`config.mk`:
```
export PLATFORM = sky130hd
export DESIGN_NAME = spi_ram_arbiter
export DESIGN_NICKNAME = d
export VERILOG_FILES = /design/src/rtl/spi_ram_arbiter.sv
export SDC_FILE = /design/constraint.sdc
export NUM_CORES = 1
export LEC_CHECK = 0
export ABC_AREA = 1
export BUFFER_PORTS_ARGS = -buffer_cell sky130_fd_sc_hd__buf_2
export CORE_AREA = 2 2 89 91
export CTS_BUF_LIST = sky130_fd_sc_hd__clkbuf_16
export DETAILED_ROUTE_END_ITERATION = 6
export DIE_AREA = 0 0 91 93
export PLACE_DENSITY = 0.78
export SYNTH_ARGS = -nofsm -noshare
export SYNTH_HDL_FRONTEND = slang
export SYNTH_SLANG_ARGS = --single-unit
```
`constraint.sdc`:
```
create_clock -name clk -period 2.25 [get_ports clk]
set_input_delay 0.1125 -clock clk [delete_from_list [all_inputs] [get_ports clk]]
set_output_delay 0.1125 -clock clk [all_outputs]
set_load 0.005 [all_outputs]
```
`src/rtl/spi_ram_arbiter.sv`:
```
// Two-port arbiter in front of a single SPI RAM controller.
// One transaction at a time: grant a port, issue one start pulse,
// wait for the controller to finish, then pulse that port's ack.
//
// state    | meaning
// ---------+----------------------------------------------------------
// ST_IDLE  | no transaction; arbitrate and latch the winner's request
// ST_ISSUE | start pulse to the controller is high (one cycle)
// ST_WAIT  | controller busy; leave when ram_busy drops
// ST_ACK   | ack pulse to the granted port is high (one cycle)
module spi_ram_arbiter #(
    parameter int DATA_WIDTH_BYTES = 2,
    parameter int ADDR_BITS        = 16,
    parameter int FIXED_PRIORITY   = 0
) (
    input  logic                            clk,
    input  logic                            rst,
    input  logic                            p0_req,
    input  logic                            p0_we,
    input  logic [ADDR_BITS-1:0]            p0_addr,
    input  logic [DATA_WIDTH_BYTES*8-1:0]   p0_wdata,
    output logic                            p0_ack,
    output logic [DATA_WIDTH_BYTES*8-1:0]   p0_rdata,
    input  logic                            p1_req,
    input  logic                            p1_we,
    input  logic [ADDR_BITS-1:0]            p1_addr,
    input  logic [DATA_WIDTH_BYTES*8-1:0]   p1_wdata,
    output logic                            p1_ack,
    output logic [DATA_WIDTH_BYTES*8-1:0]   p1_rdata,
    output logic                            ram_start_read,
    output logic                            ram_start_write,
    output logic [ADDR_BITS-1:0]            ram_addr,
    output logic [DATA_WIDTH_BYTES*8-1:0]   ram_wdata,
    input  logic                            ram_busy,
    input  logic [DATA_WIDTH_BYTES*8-1:0]   ram_rdata
);

    localparam logic [1:0] ST_IDLE  = 2'd0;
    localparam logic [1:0] ST_ISSUE = 2'd1;
    localparam logic [1:0] ST_WAIT  = 2'd2;
    localparam logic [1:0] ST_ACK   = 2'd3;

    logic [1:0] state;
    logic       gnt_port;   // port owning the current transaction
    logic       last_gnt;   // port granted most recently (round-robin pointer)
    logic       lat_we;     // latched direction of the current transaction
    logic       any_req;
    logic       sel_port;
    logic       sel_we;

    // Pick the winner among current requesters; only used in ST_IDLE.
    always_comb begin
        any_req  = p0_req | p1_req;
        sel_port = 1'b0;
        if (p0_req && p1_req) begin
            sel_port = (FIXED_PRIORITY != 0) ? 1'b0 : ~last_gnt;
        end else begin
            sel_port = p1_req;
        end
        sel_we = sel_port ? p1_we : p0_we;
    end

    // Transaction sequencer; start and ack flops are set on entry to the
    // state they belong to so every output comes straight from a register.
    always_ff @(posedge clk or posedge rst) begin
        if (rst) begin
            state           <= ST_IDLE;
            gnt_port        <= 1'b0;
            last_gnt        <= 1'b1;
            lat_we          <= 1'b0;
            ram_start_read  <= 1'b0;
            ram_start_write <= 1'b0;
            ram_addr        <= '0;
            ram_wdata       <= '0;
            p0_ack          <= 1'b0;
            p1_ack          <= 1'b0;
            p0_rdata        <= '0;
            p1_rdata        <= '0;
        end else begin
            ram_start_read  <= 1'b0;
            ram_start_write <= 1'b0;
            p0_ack          <= 1'b0;
            p1_ack          <= 1'b0;
            case (state)
                ST_IDLE: begin
                    if (any_req) begin
                        gnt_port        <= sel_port;
                        last_gnt        <= sel_port;
                        lat_we          <= sel_we;
                        ram_addr        <= sel_port ? p1_addr : p0_addr;
                        ram_wdata       <= sel_port ? p1_wdata : p0_wdata;
                        ram_start_write <= sel_we;
                        ram_start_read  <= ~sel_we;
                        state           <= ST_ISSUE;
                    end
                end
                ST_ISSUE: begin
                    // Controller may not have raised busy yet; do not look at it here.
                    state <= ST_WAIT;
                end
                ST_WAIT: begin
                    if (!ram_busy) begin
                        if (!lat_we) begin
                            if (gnt_port) begin
                                p1_rdata <= ram_rdata;
                            end else begin
                                p0_rdata <= ram_rdata;
                            end
                        end
                        p0_ack <= ~gnt_port;
                        p1_ack <= gnt_port;
                        state  <= ST_ACK;
                    end
                end
                ST_ACK: begin
                    state <= ST_IDLE;
                end
                default: begin
                    state <= ST_IDLE;
                end
            endcase
        end
    end

endmodule

```
==> results by group, run 1 <==
Power
  – Comb pwr share: between 30% and 40%
  – Seq pwr share: about two fifths
  – Peak VDD IR: 0.000602 V
  – Sw Pwr: 2030 uW
  – Total leakage power: 0.00284 uW
  – Internal power: 3900 uW
  – Power consumption: between 5000 and 6000 uW
  – Switching share of power: 34.2%
  – Power density over the cells: about 1300 mW/mm^2
  – Clk pwr share: 26.8%

Global route
  – Initial antenna violation count: 0
  – Pin count of the biggest net entering global routing: 58
  – Global-route wire length before repair: 14500 um
  – Total routing usage reported by global routing: 21.3%
  – Final global-route overflow total: 0
  – Vias in the first global route: 3271

Final layout
  – Final instance area: around 0.0046 sq mm
  – Inserted Diodes: 0
  – Total Nets Final: 679
  – Fraction of layout cells with a size suffix above 1: between 30% and 40%
  – Most frequent cells in the layout: sky130_fd_sc_hd__buf_2, sky130_fd_sc_hd__nand2_1, sky130_fd_sc_hd__inv_1
  – Final-layout fill cell count: 704
  – Commonest non-fill, non-tap cell in the layout: sky130_fd_sc_hd__buf_2
  – Area growth from synthesis to layout: 33.9%

Critical path
  – Reg-to-reg setup timing slack: approximately 0.58 ns
  – Required time of the worst setup path: 2.46 ns
  – Critical path startpoint category: register
  – Worst Reg-to-Reg Cells: 7
  – CP endpoint kind: register
  – Category of the most critical setup path: reg2reg
  – Critical path peak fanout: 35
  – Data arrival, critical path: 1.88 ns
  – FF-to-FF End: ram_addr[3]
  – Startpoint of the most critical register-to-register path: state[0]
  – CP startpoint: state[0]

Worst hold path
  – Hold/Removal Path Class: in2reg
  – Endpoint with the worst hold slack: p0_rdata[3]
  – Number of cells on the worst hold path: 3
  – Launch instance of the worst min-delay path: ram_rdata[3]

Clock tree
  – CTS tree: done
  – Number of gates given a new drive strength after cts: 0
  – Post CTS Setup Buffer Count: 0
  – CTS HTree Levels: 3
  – Worst-case clock buffer depth: 2
  – Clk root buf: sky130_fd_sc_hd__clkbuf_16
  – Clock slew at the register clock pins of the worst setup and hold paths: 0.06 ns
  – Cts hold-fix bufs: 2
  – CTS Buf Count: 9
  – Clock latency on the worst-skew pair: 0.33 ns
  – Num Clock Sinks: 73

Floorplan
  – Row count: 32
  – Core Footprint: 0.00753 sq mm
  – IO Pins: 155
  – Vertical extent of the die: 93 um
  – Area of the die: about 0.0085 sq mm
  – Initial standard-cell utilization of the core: 45.7%
  – Die width: 91 um

Placement
  – HPWL after detailed placement: 6350 um
  – Port Buffer Count: about 150
  – Final estimated routing congestion in global placement: 0.815
  – Placed cell area: 0.00426 sq mm

Logic synthesis
  – Share of synthesized area occupied by flip-flops and latches: 53.1%
  – Synth Warn #: 0
  – Avg Cell Area, Syn: 7.83 sq um
  – Post-Synthesis Net Count: 529
  – Cell count after synthesis: 440
  – Post-synthesis sequential element count: 73
  – Number of library cell types mapped by synthesis: 19
  – Cell Area, Synth: 0.00344 sq mm

STA
  – Unrepaired setup endpoints after global routing: no
  – Final hold violations: 0
  – Maximum clock skew at final layout: 0.00575 ns
  – Setup Viol. Count Final: 0
  – Timing-limited maximum frequency: around 0.6 GHz
  – Max-slew violations: 0
  – Final critical-path share of the clock period: 74.4%
  – Rel. slew slack: 61.8%
  – Setup Total Neg Slack: 0 ns
  – Post-route minimum period: between 1.5 and 2 ns
  – Slew of the pin with the lowest slew margin: 0.570 ns

Route
  – Number of vias in the routed layout: 3285
  – Final routed wirelength across all metal layers: roughly 9000 um
  – First-pass DRT Iterations: 4
  – DRT antenna net count: 0
  – 1st-iter DRT viols: 174
  – DRC viols: 0
  – Via density per instance: 4.72
  – WL per Instance: 12.6 um

Flow run
  – Max-Cap Viols: 0

Outcome
  – Status: completed
==> synthesized netlist by cell type, drive strengths merged <==
cell,instances,area (sq um)
a21oi,1,5.00
buf,18,120
clkbuf,4,15.0
dfrtp,72,1800
dfstp,1,26.3
ha,2,25.0
inv,90,343
nand2,143,542
nand3,71,355
nor2,3,35.0
nor3,2,10.0
o21ai,33,165
==> state kept, by name (all words and copies together), names as in the netlist <==
signal           flops
p0_rdata            16
p1_rdata            16
ram_addr            16
ram_wdata           16
state                2
gnt_port             1
last_gnt             1
lat_we               1
p0_ack               1
p1_ack               1
ram_start_read       1
ram_start_write      1
==> routing by layer <==
layer  up-vias  routed length, um  GRT usage [%]
met2       126               4430           36.5
li1       1630                  -              -
met3        27                517           2.90
met4         0                314           12.5
met1      1502               3510           25.9
met5         -                  0              0
==> power by group through the flow <==
stage | Sequential (uW) | Clock (uW) | Combinational [uW]
2_1_floorplan | 2330 | 0 | 1150
3_3_place_gp | 2290 | 0 | 1970
3_5_place_dp | 2300 | 0 | 2080
4_1_cts | 2290 | 1620 | 2090
5_1_grt | 2350 | 1670 | 2360
6_report | 2280 | 1590 | 2050
==> logic make-up (layout without fill, tap and decap cells) <==
kind of cell	count (synthesis)	in the layout	synth area share (%)
compound gates	34	34	4.94
simple gates	219	219	27.4
flops	73	73	53.1
fa+ha+maj	2	2	0.727
buf+inv	112	266	13.9
==> how the worst max path moves through the flow <==
| stage | to | cells after the start |
|---|---|---|
| 6_report | ram_addr[3] | 7 |
| 5_1_grt | ram_addr[3] | 7 |
| 4_1_cts | ram_addr[3] | 7 |
| 3_5_place_dp | ram_wdata[4] | 7 |
| 3_3_place_gp | ram_addr[11] | 7 |
| 2_1_floorplan | gnt_port | 1 |
==> through the flow <==
step | hold WS, ns | setup WS, ns | util, % | std cells
finish | 0.0513 | 0.577 | 61.2 | 696
global route | 0.0689 | 0.390 | 61.2 | 696
CTS | 0.0490 | 0.564 | 61.2 | 696
detailed placement | 0.130 | 0.594 | 56.5 | 679
global placement | 0.111 | 0.655 | 56.5 | 679
floorplan | 0.185 | 0.286 | - | 440
==> layout make-up <==
cell class	instances	area [sq um]	area share, %
sequential	73	1830	39.7
multi-input combinational	255	1140	24.7
timing repair buffer	161	841	18.2
inverter	90	343	7.44
clock buffer	9	225	4.89
tap	102	128	2.77
clock inverter	6	108	2.33
==> worst max-delay path, cell delays in order, from the launching register on <==
cell                      delay (ns)
sky130_fd_sc_hd__dfrtp_1        0.38
sky130_fd_sc_hd__inv_1          0.09
sky130_fd_sc_hd__ha_1           0.21
sky130_fd_sc_hd__inv_2          0.08
sky130_fd_sc_hd__nor2_8         0.41
sky130_fd_sc_hd__inv_6          0.19
sky130_fd_sc_hd__nand2_1        0.13
sky130_fd_sc_hd__nand2_1        0.06
Power figures use the tool's default switching activity.
==> inputs of run 2 (changes only) <==
==> constraint.sdc (replaced) <==
create_clock -name clk -period 1.6 [get_ports clk]
set_input_delay 0.08 -clock clk [delete_from_list [all_inputs] [get_ports clk]]
set_output_delay 0.08 -clock clk [all_outputs]
set_load 0.005 [all_outputs]
==> results by group, run 2 (synthesized netlist as in run 1, its figures left out) <==
Route
  – Via density per instance: 4.67 (-1.2%)
  – 1st-iter DRT viols: 175 (+0.57%)
  – WL per Instance: 12.4 um (-1.4%)
  – DRT antenna net count: 0 (unchanged)
  – Final routed wirelength across all metal layers: 8720 um (-0.56%)
  – First-pass DRT Iterations: 4 (unchanged)
  – DRC viols: 0 (unchanged)
  – Number of vias in the routed layout: 3275 (-0.30%)

Critical path
  – Worst Reg-to-Reg Cells: 7 (unchanged)
  – Required time of the worst setup path: 1.86 ns (-0.60 ns)
  – Category of the most critical setup path: reg2reg
  – End of the critical path: ram_addr[9]
  – CP startpoint: state[0]
  – FF-to-FF End: ram_addr[9]
  – CP endpoint kind: register
  – Startpoint of the most critical register-to-register path: state[0]
  – Reg-to-reg setup timing slack: 0.14 ns (-0.43 ns)
  – Data arrival, critical path: 1.72 ns (-0.16 ns)
  – Critical path peak fanout: 15 (-57%)
  – Critical path startpoint category: register

Global route
  – Total routing usage reported by global routing: 21.4% (+0.024 points)
  – Met2 Track Usage GR: 36.9% (+0.31 points)
  – Final global-route overflow total: 0 (unchanged)
  – Most Used Layer, Global Route: met2
  – Global-route wire length before repair: 14700 um (+1.4%)
  – Met3 track demand over resource in global routing: 3.46% (+0.56 points)
  – Initial antenna violation count: 0 (unchanged)
  – Vias in the first global route: 3237 (-1.0%)
  – Pin count of the biggest net entering global routing: 39 (-33%)
  – GR Util met1: 27.3% (+1.4 points)

Power
  – Total leakage power: 0.00285 uW (+0.18%)
  – Peak VDD IR: 0.000803 V (+33%)
  – Power density over the cells: 1750 mW/mm^2 (+36%)
  – Power consumption: 8100 uW (+37%)

Final layout
  – Final instance area: 0.00462 sq mm (+0.22%)
  – Total Nets Final: 684 (+0.74%)
  – Inserted Diodes: 0 (unchanged)
  – Most frequent cells in the layout: sky130_fd_sc_hd__buf_2, sky130_fd_sc_hd__nand2_1, sky130_fd_sc_hd__inv_1
  – Area growth from synthesis to layout: 34.2%
  – Commonest non-fill, non-tap cell in the layout: sky130_fd_sc_hd__buf_2
  – Fraction of layout cells with a size suffix above 1: 31.2% (+0.70 points)

STA
  – Final hold violations: 0 (unchanged)
  – Final critical-path share of the clock period: 91.1% (+17 points)
  – Post-route worst setup slack: 0.143 ns (-0.434 ns)
  – Post-route minimum period: 1.46 ns (-0.216 ns)
  – Timing-limited maximum frequency: 0.686 GHz (+15%)
  – Max-slew violations: 0 (unchanged)
  – Worst slack on hold paths: 0.0210 ns (-0.0303 ns)
  – Setup Viol. Count Final: 0 (unchanged)
  – Slew of the pin with the lowest slew margin: 0.394 ns (-0.176 ns)
  – Unrepaired setup endpoints after global routing: no
  – Setup Total Neg Slack: 0 ns (unchanged)
  – Rel. slew slack: 73.6% (+12 points)
  – Maximum clock skew at final layout: 0.00649 ns (+0.000744 ns)

Clock tree
  – CTS tree: done
  – CTS Buf Count: 9 (unchanged)
  – Post CTS Setup Buffer Count: 0 (unchanged)
  – Clock latency on the worst-skew pair: 0.32 ns (about the same)
  – Worst-case clock buffer depth: 2 (unchanged)
  – Num Clock Sinks: 73 (unchanged)
  – Clk root buf: sky130_fd_sc_hd__clkbuf_16
  – Clock slew at the register clock pins of the worst setup and hold paths: 0.06 ns (about the same)
  – CTS HTree Levels: 3 (unchanged)

Placement
  – Final estimated routing congestion in global placement: 0.813 (-0.28%)
  – DP Worst Slack: 0.133 ns (-0.462 ns)
  – Placed cell area: 0.00430 sq mm (+0.97%)
  – HPWL after detailed placement: 6340 um (-0.20%)
  – Port Buffer Count: 154 (unchanged)

Floorplan
  – Die width: 91 um (unchanged)
  – Core Footprint: 0.00753 sq mm (unchanged)
  – Initial standard-cell utilization of the core: 45.7% (unchanged)
  – Vertical extent of the die: 93 um (unchanged)
  – IO Pins: 155 (unchanged)
  – Area of the die: 0.00846 sq mm (unchanged)
  – Row count: 32 (unchanged)

Worst hold path
  – Hold/Removal Path Class: in2reg
  – Launch instance of the worst min-delay path: ram_rdata[3]

Outcome
  – Status: completed

Flow run
  – Max-Cap Viols: 0 (unchanged)
## run 2: report_power, final
group / total, uW / internal (uW) / switching (uW)
Clock: 1960 / 1210 / 756
Sequential: 3220 / 2740 / 479
Combinational: 2910 / 1280 / 1630
## run 2: final cells by class
cell class	instances	area [sq um]
Tap cell	102	128
Clock buffer	9	225
Sequential cell	73	1830
Fill cell	717	2910
Multi-Input combinational cell	255	1140
Inverter	90	347
Clock inverter	7	72.6
Timing Repair Buffer	166	882
## run 2: metrics by stage
| stage | utilization [%] | cells |
|---|---|---|
| 2_1_floorplan | - | 440 |
| 5_1_grt | 61.4 | 702 |
| 3_5_place_dp | 57.1 | 684 |
| 6_report | 61.4 | 702 |
| 4_1_cts | 61.3 | 702 |
| 3_3_place_gp | 57.1 | 684 |
## run 2: worst min path at each step
| stage | slack [ns] | endpoint | cells after the start |
|---|---|---|---|
| 2_1_floorplan | 0.15 | p1_ack | 1 |
| 3_3_place_gp | 0.1 | p0_rdata[11] | 2 |
| 3_5_place_dp | 0.10 | p0_rdata[11] | 2 |
| 4_1_cts | 0.02 | p0_rdata[3] | 3 |
| 5_1_grt | 0.02 | p1_rdata[1] | 3 |
| 6_report | 0.02 | p0_rdata[3] | 3 |
## run 2: metal layers
| metal | part of all wire [%] | up-vias |
|---|---|---|
| met3 | 4.9 | 10 |
| met2 | 52 | 94 |
| li1 | - | 1641 |
| met1 | 42 | 1530 |
| met5 | 0 | - |
| met4 | 1.5 | 0 |
## run 2: timing repair
item,CTS,global route
gates resized for setup,0,1
endpoints found under the hold margin,18,0
setup endpoints to repair,0,4
hold buffers,2,0
## run 2: worst max-delay path, stage by stage, from the launching register on
cell                      delay, ns
sky130_fd_sc_hd__dfrtp_1       0.38
sky130_fd_sc_hd__inv_1         0.08
sky130_fd_sc_hd__ha_1          0.21
sky130_fd_sc_hd__inv_2         0.08
sky130_fd_sc_hd__nor2_8        0.26
sky130_fd_sc_hd__buf_4         0.22
sky130_fd_sc_hd__nand3_1       0.09
sky130_fd_sc_hd__nand2_1       0.06
==> inputs of run 3 (changes only) <==
--- a/config.mk
+++ b/config.mk
@@ -7,11 +7,11 @@
 export LEC_CHECK = 0
 export ABC_AREA = 1
 export BUFFER_PORTS_ARGS = -buffer_cell sky130_fd_sc_hd__buf_2
-export CORE_AREA = 2 2 89 91
+export CORE_AREA = 2 2 93 95
 export CTS_BUF_LIST = sky130_fd_sc_hd__clkbuf_16
 export DETAILED_ROUTE_END_ITERATION = 6
-export DIE_AREA = 0 0 91 93
-export PLACE_DENSITY = 0.78
+export DIE_AREA = 0 0 95 97
+export PLACE_DENSITY = 0.73
 export SYNTH_ARGS = -nofsm -noshare
 export SYNTH_HDL_FRONTEND = slang
 export SYNTH_SLANG_ARGS = --single-unit
==> constraint.sdc (replaced) <==
create_clock -name clk -period 1.3 [get_ports clk]
set_input_delay 0.065 -clock clk [delete_from_list [all_inputs] [get_ports clk]]
set_output_delay 0.065 -clock clk [all_outputs]
set_load 0.005 [all_outputs]
==> results by group, run 3 (synthesized netlist as in run 1, its figures left out) <==
Critical path
  – CP startpoint: state[1]
  – Required time of the worst setup path: 1.51 ns (-0.35 ns)
  – CP endpoint kind: register
  – Data arrival, critical path: 1.52 ns (-0.20 ns)
  – Category of the most critical setup path: reg2reg
  – Critical path peak fanout: 9 (-6)
  – Startpoint of the most critical register-to-register path: state[1]
  – Critical path startpoint category: register

Route
  – DRC viols: 0 (unchanged)
  – Number of vias in the routed layout: 3478 (+6.2%)
  – Via density per instance: 4.83 (+3.5%)
  – WL per Instance: 13.8 um (+11%)
  – 1st-iter DRT viols: 186 (+6.3%)
  – First-pass DRT Iterations: 5 (+1)
  – Final routed wirelength across all metal layers: 9910 um (+14%)
  – DRT antenna net count: 0 (unchanged)

Power
  – Total leakage power: 0.00295 uW (+3.7%)
  – Power density over the cells: 2160 mW/mm^2 (+23%)
  – Peak VDD IR: 0.000770 V (-4.0%)

Placement
  – HPWL after detailed placement: 6520 um (+2.9%)
  – Final estimated routing congestion in global placement: 0.850 (+4.6%)
  – DP Worst Slack: -0.00603 ns (-0.139 ns)
  – Port Buffer Count: 154 (unchanged)

Clock tree
  – CTS HTree Levels: 3 (unchanged)
  – Clock latency on the worst-skew pair: 0.32 ns (about the same)
  – CTS Buf Count: 9 (unchanged)
  – CTS tree: done
  – Worst-case clock buffer depth: 2 (unchanged)
  – Clk root buf: sky130_fd_sc_hd__clkbuf_16
  – Clock slew at the register clock pins of the worst setup and hold paths: 0.06 ns (about the same)
  – Num Clock Sinks: 73 (unchanged)

STA
  – Timing-limited maximum frequency: 0.764 GHz (+11%)
  – Post-route worst setup slack: -0.00908 ns (-0.152 ns)
  – Rel. slew slack: 73.7% (+0.095 points)
  – Worst slack on hold paths: 0.00100 ns (-0.0200 ns)
  – Unrepaired setup endpoints after global routing: yes
  – Post-route minimum period: 1.31 ns (-0.148 ns)
  – Slew of the pin with the lowest slew margin: 0.394 ns (-0.000594 ns)
  – Final critical-path share of the clock period: 101% (+9.6 points)
  – Setup Viol. Count Final: 1 (+1)
  – Maximum clock skew at final layout: 0.0106 ns (+0.00411 ns)
  – Final hold violations: 0 (unchanged)
  – Max-slew violations: 0 (unchanged)

Final layout
  – Most frequent cells in the layout: sky130_fd_sc_hd__buf_2, sky130_fd_sc_hd__nand2_1, sky130_fd_sc_hd__inv_1
  – Post-layout utilization of the core: 60.4% (-0.95 points)
  – Total Nets Final: 699 (+2.2%)
  – Commonest non-fill, non-tap cell in the layout: sky130_fd_sc_hd__buf_2
  – Area growth from synthesis to layout: 42.7%
  – Fraction of layout cells with a size suffix above 1: 34.8% (+3.6 points)
  – Inserted Diodes: 0 (unchanged)

Floorplan
  – Initial standard-cell utilization of the core: 42.3% (-3.4 points)
  – IO Pins: 155 (unchanged)
  – Core Footprint: 0.00813 sq mm (+8.1%)
  – Vertical extent of the die: 97 um (+4.3%)
  – Die width: 95 um (+4.4%)
  – Row count: 33 (+3.1%)
  – Area of the die: 0.00922 sq mm (+8.9%)

Outcome
  – Status: complete, but fails checks
  – Failing checks: setup timing

Global route
  – Vias in the first global route: 3291 (+1.7%)
  – Total routing usage reported by global routing: 20.1% (-1.3 points)
  – Pin count of the biggest net entering global routing: 74 (+90%)
  – Initial antenna violation count: 0 (unchanged)
  – Global-route wire length before repair: 15000 um (+1.8%)
  – Final global-route overflow total: 0 (unchanged)

Flow run
  – Max-Cap Viols: 0 (unchanged)

Worst hold path
  – Hold/Removal Path Class: in2reg
  – Launch instance of the worst min-delay path: ram_rdata[2]
run 3: critical path, cell delays in order (launching register included):
cell,delay (ns)
sky130_fd_sc_hd__dfrtp_1,0.43
sky130_fd_sc_hd__inv_2,0.09
sky130_fd_sc_hd__ha_4,0.15
sky130_fd_sc_hd__inv_6,0.05
sky130_fd_sc_hd__nor2_4,0.13
sky130_fd_sc_hd__buf_12,0.16
sky130_fd_sc_hd__inv_8,0.06
sky130_fd_sc_hd__nand2_1,0.07
sky130_fd_sc_hd__nand2_1,0.06
run 3: routing by layer:
layer	routed length (um)	vias up	track usage, %
met2	4970	118	34.5
li1	-	1682	-
met4	155	0	6.58
met3	538	15	2.49
met1	4240	1663	25.9
met5	0	-	0
run 3: cell type report:
cell class | instances | area, sq um
clock buffers | 9 | 225
repair inverters | 4 | 40.0
clock inverters | 7 | 46.3
inverters | 90 | 359
flip-flops and latches | 73 | 1830
well taps | 105 | 131
fillers | 731 | 3220
multi-input cells | 256 | 1220
repair buffers | 176 | 1060
run 3: report_power, final:
group	total [uW]	leakage (uW)	switching [uW]	internal, uW
Combinational	4390	0.00191	2410	1990
Clock	2230	0.000133	946	1290
Sequential	4000	0.000907	626	3380
run 3: path summary, 6_finish.rpt:
path	endpoint	slack [ns]	cells after the start
min reg2reg	ram_wdata[13]	0.47	2
max reg2reg	ram_addr[6]	-0.009	8
min	p1_rdata[2]	0.001	3
max	ram_addr[6]	-0.009	8
max in group asynchronous	last_gnt	0.55	4
min in group asynchronous	ram_wdata[10]	0.39	4
run 3: stage by stage:
stage / cells / cell area, sq um / total power, uW / setup TNS, ns
detailed placement: 691 / 4370 / 7750 / -0.0169
global route: 720 / 4910 / 11400 / -1.55
finish: 720 / 4910 / 10600 / -0.00908
CTS: 710 / 4670 / 10000 / 0
floorplan: 440 / 3450 / 6010 / 0
global placement: 691 / 4370 / 7590 / 0
run 3: what timing repair did:
item / in CTS / in global routing
endpoints found under the hold margin: 75 / 0
hold buffers: 3 / 0
endpoints found under the setup margin: 7 / 69
setup buffers: 0 / 3
pin swaps: 0 / 2
gates cloned: 0 / 7
resized for setup: 1 / 34
